File: config.mk
export PLATFORM = sky130hd
export DESIGN_NAME = rv32i_alu_issue_ctrl
export DESIGN_NICKNAME = d
export VERILOG_FILES = /design/src/rtl/rv32i_alu_issue_ctrl.sv
export SDC_FILE = /design/constraint.sdc
export NUM_CORES = 1
export LEC_CHECK = 0
export ABC_CLOCK_PERIOD_IN_PS = 7400
export BUFFER_PORTS_ARGS = -buffer_cell sky130_fd_sc_hd__buf_2
export CAP_MARGIN = 30
export CORE_ASPECT_RATIO = 1.5
export CORE_MARGIN = 10
export CORE_UTILIZATION = 30
export CTS_CLUSTER_DIAMETER = 200
export DETAILED_ROUTE_END_ITERATION = 12
export PLACE_DENSITY = 0.58
export SLEW_MARGIN = 10
export SYNTH_ARGS = -nofsm -noshare
export SYNTH_HDL_FRONTEND = slang
export SYNTH_SLANG_ARGS = --single-unit
File: constraint.sdc
create_clock -name i_clk -period 7.4 [get_ports i_clk]
set_input_delay 0.74 -clock i_clk [delete_from_list [all_inputs] [get_ports i_clk]]
set_output_delay 0.74 -clock i_clk [all_outputs]
set_load 0.01 [all_outputs]
File: src/rtl/rv32i_alu_issue_ctrl.sv
// Issue controller between decode and the rv32i ALU: small packet FIFO plus RUN/STALL/FLUSH
// sequencing of the ALU ce/stall/flush controls. Define RV32I_ISSUE_PERF_EN to add perf counters.
module rv32i_alu_issue_ctrl #(
  parameter int PKT_W        = 64,
  parameter int DEPTH        = 2,
  parameter int FLUSH_CYCLES = 2
) (
  input  logic             i_clk,
  input  logic             i_rst_n,
  input  logic             i_dec_valid,
  output logic             o_dec_ready,
  input  logic [PKT_W-1:0] i_dec_pkt,
  output logic [PKT_W-1:0] o_alu_pkt,
  output logic             o_alu_ce,
  output logic             o_alu_stall,
  output logic             o_alu_flush,
  input  logic             i_alu_stall_req,
  input  logic             i_alu_change_pc,
  input  logic             i_wb_stall,
  input  logic             i_force_stall,
  output logic             o_busy
`ifdef RV32I_ISSUE_PERF_EN
  ,
  output logic [31:0]      o_stall_cycles,
  output logic [15:0]      o_flush_count,
  output logic [31:0]      o_issue_count
`endif
);

  localparam int CNT_W = $clog2(DEPTH + 1);
  localparam int PTR_W = $clog2(DEPTH);

  typedef enum logic [1:0] {RUN, STALL, FLUSH} state_t;

  state_t           state, state_nxt;
  logic [PKT_W-1:0] mem [DEPTH];
  logic [PTR_W-1:0] head, tail;
  logic [CNT_W-1:0] count;
  logic [2:0]       flush_cnt;
  logic             stall_any, empty, full, enter_flush, issue, push;

  assign stall_any   = i_wb_stall | i_alu_stall_req | i_force_stall;
  assign empty       = (count == '0);
  assign full        = (count == CNT_W'(DEPTH));
  assign enter_flush = (state != FLUSH) & i_alu_change_pc;
  // A taken branch squashes the head too, so change_pc outranks issue.
  assign issue       = (state == RUN) & !empty & !stall_any & !i_alu_change_pc;
  // A push landing on the flush-entry edge belongs to the squashed path.
  assign push        = i_dec_valid & o_dec_ready & !enter_flush;

  // NOTE: sequential state uses non-blocking assignments so every register samples pre-edge values.
  always_ff @(posedge i_clk or negedge i_rst_n) begin
    if (!i_rst_n) begin
      state     <= RUN;
      flush_cnt <= '0;
    end else begin
      state <= state_nxt;
      if (enter_flush)
        flush_cnt <= 3'(FLUSH_CYCLES);
      else if (state == FLUSH)
        flush_cnt <= flush_cnt - 3'd1;
    end
  end

  // NOTE: every comb output gets a default first so no path can infer a latch.
  always_comb begin
    state_nxt = state;
    unique case (state)
      RUN:     if (i_alu_change_pc) state_nxt = FLUSH;
               else if (stall_any)  state_nxt = STALL;
      STALL:   if (i_alu_change_pc) state_nxt = FLUSH;
               else if (!stall_any) state_nxt = RUN;
      FLUSH:   if (flush_cnt == 3'd1) state_nxt = stall_any ? STALL : RUN;
      default: state_nxt = RUN;
    endcase
  end

  always_comb begin
    o_alu_ce    = issue;
    o_alu_stall = i_rst_n & stall_any;
    o_alu_flush = (state == FLUSH);
    o_dec_ready = i_rst_n & (state != FLUSH) & (!full | issue);
    o_alu_pkt   = empty ? '0 : mem[head];
    o_busy      = !empty | (state != RUN);
  end

  always_ff @(posedge i_clk or negedge i_rst_n) begin
    if (!i_rst_n) begin
      head  <= '0;
      tail  <= '0;
      count <= '0;
    end else if (enter_flush) begin
      head  <= '0;
      tail  <= '0;
      count <= '0;
    end else begin
      if (issue)
        head <= (head == PTR_W'(DEPTH - 1)) ? '0 : head + 1'b1;
      if (push)
        tail <= (tail == PTR_W'(DEPTH - 1)) ? '0 : tail + 1'b1;
      case ({push, issue})
        2'b10:   count <= count + CNT_W'(1);
        2'b01:   count <= count - CNT_W'(1);
        default: count <= count;
      endcase
    end
  end

  // NOTE: packet storage has no reset; count gates visibility, so stale contents are never observed.
  always_ff @(posedge i_clk) begin
    if (push)
      mem[tail] <= i_dec_pkt;
  end

`ifdef RV32I_ISSUE_PERF_EN
  always_ff @(posedge i_clk or negedge i_rst_n) begin
    if (!i_rst_n) begin
      o_stall_cycles <= '0;
      o_flush_count  <= '0;
      o_issue_count  <= '0;
    end else begin
      if ((state == STALL) && (o_stall_cycles != '1))
        o_stall_cycles <= o_stall_cycles + 32'd1;
      if (enter_flush && (o_flush_count != '1))
        o_flush_count <= o_flush_count + 16'd1;
      if (issue && (o_issue_count != '1))
        o_issue_count <= o_issue_count + 32'd1;
    end
  end
`endif

endmodule

; ---- Word level (Yosys, flattened, before mapping)
; Memories as Yosys holds them, arrays and structs flattened.
; Index checks and enable logic that the tools add are counted.
[totals]
in_bits = 71
ram_bits = 128
memories = 1
register_bits = 9
out_inout_bits = 69
[op_classes]
reduce_logical = 13
n_addsub = 5
n_mux = 20
bitwise = 13
eq_ne = 10
[mem_list]
columns = memory, depth, word_bits, read_ports, rd_ports_with_merged_regs, wr, line
row1 = mem, 2, 64, 1, 0, 1, 36  ; logic [PKT_W-1:0] mem [DEPTH];
[op_table]
columns = operator, count
row1 = $mux W64, 1
row2 = $mux W2, 6
row3 = $and A1 B1 Y1, 9
row4 = $mux W1, 9
row5 = $reduce_bool A2 Y1, 4
row6 = $eq A2 B2 Y1 const B, 3
row7 = $mux W3, 2
row8 = $ne A3 B3 Y1 const B, 2
row9 = $pmux W2 S3, 1
row10 = $logic_not A1 Y1, 5
row11 = $eq A2 B1 Y1 const B, 2
row12 = $logic_not A2 Y1, 2
row13 = $or A1 B1 Y1, 4
row14 = $pmux W2 S2, 1
row15 = $eq A3 B1 Y1 const B, 1
row16 = $reduce_and A3 Y1, 1
row17 = $reduce_bool A3 Y1, 1
row18 = $sub A3 B1 Y3 const B, 1
row19 = $add A1 B1 Y1 const B, 2
row20 = $add A2 B1 Y2 const B, 1
row21 = $ne A2 B1 Y1 const B, 1
row22 = $ne A2 B2 Y1 const B, 1
row23 = $sub A2 B1 Y2 const B, 1

; ---- Logic depth before layout (Yosys ltp)
[depth]
depth_word = 12
mapped_depth = 6
depth_no_buf = 5

; ---- Worst setup path after synthesis
; Ideal clock, no wire load.
[synth_timing]
path_kind = input to register
start = input port i_alu_stall_req
end = memory mem[1][0], enable pin
setup_time_ns = 0.667
t_arrival_ns = 7.855
path_stages = 3
path_slack_ns = -1.122
required_time_ns = 6.733
path_cell_list = nor3_4 a211oi_1 nor4b_1
[synth_between]
elab_chain_len = 11
[synth_lines]
columns = element, line
row1 = "start, declared", 17  ; input logic i_alu_stall_req,
row2 = $or A1 B1 Y1 (2 in a row), 42  ; assign stall_any = i_wb_stall | i_alu_stall_req | i_force_stall;
row3 = $logic_not A1 Y1, n/a
row4 = $and A1 B1 Y1 (2 in a row), 47  ; assign issue = (state == RUN) & !empty & !stall_any & !i_alu_change_pc;
row5 = $or A1 B1 Y1, 82  ; o_dec_ready = i_rst_n & (state != FLUSH) & (!full | issue);
row6 = $and A1 B1 Y1, 82
row7 = $and A1 B1 Y1 (2 in a row), 49  ; assign push = i_dec_valid & o_dec_ready & !enter_flush;
row8 = $mux W1, 111  ; if (push)
row9 = $mux W1 (implied by the code), 112  ; mem[tail] <= i_dec_pkt;
row10 = "end, declared", 36
; No other way between the ends.

; ---- Worst setup path after layout
[layout_timing]
start = register head
end = output port o_alu_pkt[27]
[layout_between]
elab_chain_len = 2
[layout_lines]
columns = element, line
row1 = "start, declared", 37  ; logic [PTR_W-1:0] head, tail;
row2 = "start signal, assigned", 98  ; head <= (head == PTR_W'(DEPTH - 1)) ? '0 : head + 1'b1;
row3 = $mem_v2 Z2 W64, n/a
row4 = $mux W64, 83  ; o_alu_pkt = empty ? '0 : mem[head];
row5 = "end, declared", 13  ; output logic [PKT_W-1:0] o_alu_pkt,
; No other way between the ends.

==> qor.txt <==
status = finished, final reports clean
initial antenna violation count = 3
Hold-fix buffers, CTS = 0
Crit Path Class = reg2out
clock sinks = 137
via count = 3148
TritonCTS Buffers = 17
CP startpoint kind = flip-flop
initial core utilization = 30.7%
CTS tree = done
CTS H-tree lvls = 4
Total GRT Usage = 10.1%
DR iter-0 viols = 139
Worst EP arrival = 1.99 ns
synthesis-to-layout area growth = 29.3%
complex-gate fraction of the synthesized area = 1.84%
synth unique cells = 37
Filler Cell Count = 1622
Power Dens Cells = 337 nW/um2
Synth Area in Adders = 0.466%
Layout Skew = 0.00888 ns
Initial DRT Pass Iterations = 4
Seq/Total Area, Yosys = 75.8%
RSZ-0062 raised after global routing = no
Post-synth ARST share = 6.57%
Post-Syn Area = 5370 um2
Power Total = 2340 uW
ys flop type = edfxtp_1
die extent in x = 129 um
Skew-Pair Late Insertion Delay = 0.40 ns
met2 usage in global routing = 17.6%
simple logic cell fraction of the synthesized area = 7.46%
Routed WL = 11800 um
critical path capture point type = primary output
share of post-route cells with drive strength above 1 = 38.0%
first-pass GRT wire length = 18400 um
nets = 550
worst path required time = 6.66 ns
Mapped Avg Cell Area = 16.2 um2
number of synthesized flops with an enable pin = 128
row cnt = 59
Post-CTS Repair Setup Buffers = 0
worst IR drop on VDD = 0.000123 V
CTS root buf = clkbuf_16
GP Congestion = 0.783
# IOs = 140
cells after synthesis = 331
setup TNS = 0 ns
Place WS = 4.54 ns
quantity of I/O buffers inserted on ports = 139
Placed Area = 6330 um2
Seq cells post-synth = 137
met1 Usage GRT = 10.3%
Core Area = 17500 um2
final worst path period share = 36.9%
worst reg-to-reg setup slack = 4.93 ns
Resized cells post-CTS = 0
routed vias/inst = 4.47
cell area after layout = 6940 um2
Slew @ Worst Pin = 0.924 ns
XOR/XNOR Fraction of Synth Area = 0.326%
die area = 23800 um2
Ys Warns = 0
Mapped Nets = 404
Max Clk Rate = 366 MHz
grt ovf = 0
hold crit path type = in2async
leakage power = 0.00259 uW
final hold vios = 0
Final HPWL DP = 7790 um
post-route setup slack = 4.67 ns
largest net degree at the start of global routing = 66
vias in the first global route = 3523
max_cap viols = 0
CP Max Fanout = 37
Slew headroom = 38.4%
minimum clock period = 2.73 ns
met3 Track Usage GR = 4.36%
CTS Buffer Depth = 2
mux contribution to synthesized area = 11.9%
mean routed wirelength per cell = 16.7 um
Clock Pin Slew Worst Setup and Hold Paths = 0.06 ns
largest family of logic cells by synthesized area = multiplexers
layer with the highest usage = met2
chip height = 184 um
setup violators final = 0
Slew Viols, Final = 0
drt drc = 0
DRT antenna net count = 0
cell usage after synthesis (2+ instances only):
| master | count | area [um2] |
|---|---|---|
| edfxtp_1 | 128 | 3840 |
| nor2_1 | 69 | 259 |
| mux2i_1 | 64 | 641 |
| buf_2 | 13 | 65.1 |
| dfrtp_1 | 9 | 225 |
| inv_1 | 5 | 18.8 |
| nand3_1 | 4 | 20.0 |
| o21ai_0 | 4 | 20.0 |
| nand2_1 | 3 | 11.3 |
| a21oi_1 | 2 | 10.0 |
| ha_1 | 2 | 25.0 |
| nand2b_1 | 2 | 12.5 |
| nor2b_1 | 2 | 12.5 |
critical path, stage by stage, from the launching register on:
cell,delay [ns]
dfrtp_4,0.76
buf_16,0.31
mux2i_1,0.23
nor2_1,0.07
buf_2,0.18
per-layer routing:
layer / part of all wire [%] / vias to the layer above
met5: 0.14 / -
met4: 1.5 / 2
met3: 7.2 / 14
met2: 54 / 83
met1: 37 / 1529
li1: - / 1520
power breakdown:
part / leakage [uW] / internal [uW] / total (uW) / switching, uW
clock: 0.000292 / 538 / 867 / 329
sequential: 0.00127 / 941 / 979 / 38.2
combinational: 0.00102 / 182 / 495 / 313
cells in the final DEF, fill, tap and decap left out, types with 2 or more instances in the layout:
master,n
nand2b_1,2
ha_1,2
dfrtp_1,8
diode_2,2
buf_4,3
o21ai_0,4
nand2_1,3
inv_1,5
inv_6,4
nor2_1,68
nor2b_1,2
inv_8,2
a21oi_1,2
buf_2,139
edfxtp_1,128
clkinv_4,2
clkinvlp_4,3
bufinv_16,3
nand3_1,4
mux2i_1,64
clkbuf_16,17
state kept, by name, summed over array words and instances (netlist names):
signal,count
flush_cnt,3
tail,1
count,2
head,1
state,2
mem,128
cell type report:
| cell class | count | area [um2] | area share [%] |
|---|---|---|---|
| flip-flops and latches | 137 | 4070 | 58.6 |
| multi-input cells | 172 | 1210 | 17.5 |
| repair buffers | 143 | 746 | 10.7 |
| clock buffers | 17 | 425 | 6.13 |
| well taps | 213 | 267 | 3.84 |
| clock inverters | 15 | 188 | 2.70 |
| inverters | 6 | 27.5 | 0.396 |
| diodes | 2 | 5.00 | 0.0721 |
kinds of logic (layout without fill, tap and decap cells):
kind of cell | count (synthesis) | after routing
fa+ha+maj | 2 | 2
simple gates | 90 | 90
compound gates | 14 | 14
xor+xnor | 2 | 2
buf+inv | 22 | 181
mux | 64 | 64
flops | 137 | 137
other cells | 0 | 2
per-stage QoR:
| stage | hold slack, ns | std cells | util (%) |
|---|---|---|---|
| finish | 0.214 | 705 | 39.7 |
| global route | 0.227 | 703 | 39.7 |
| CTS | 0.198 | 703 | 39.7 |
| detailed placement | 0.508 | 671 | 36.2 |
| global placement | 0.477 | 670 | 36.0 |
| floorplan | 0.444 | 331 | - |
worst paths after layout:
path / from / end / cells past startpoint
max in group asynchronous: i_rst_n / head$_DFFE_PN0P_ / 1
max: head$_DFFE_PN0P_ / o_alu_pkt[27] / 4
min: i_rst_n / flush_cnt[0]$_DFFE_PN0P_ / 1
max reg2reg: state[1]$_DFFE_PN0P_ / mem[1][28]$_DFFE_PP_ / 4
min reg2reg: flush_cnt[1]$_DFFE_PN0P_ / flush_cnt[1]$_DFFE_PN0P_ / 2
min in group i_clk: i_dec_pkt[23] / mem[1][23]$_DFFE_PP_ / 1
Note: power is estimated with default switching activity, not from simulation.
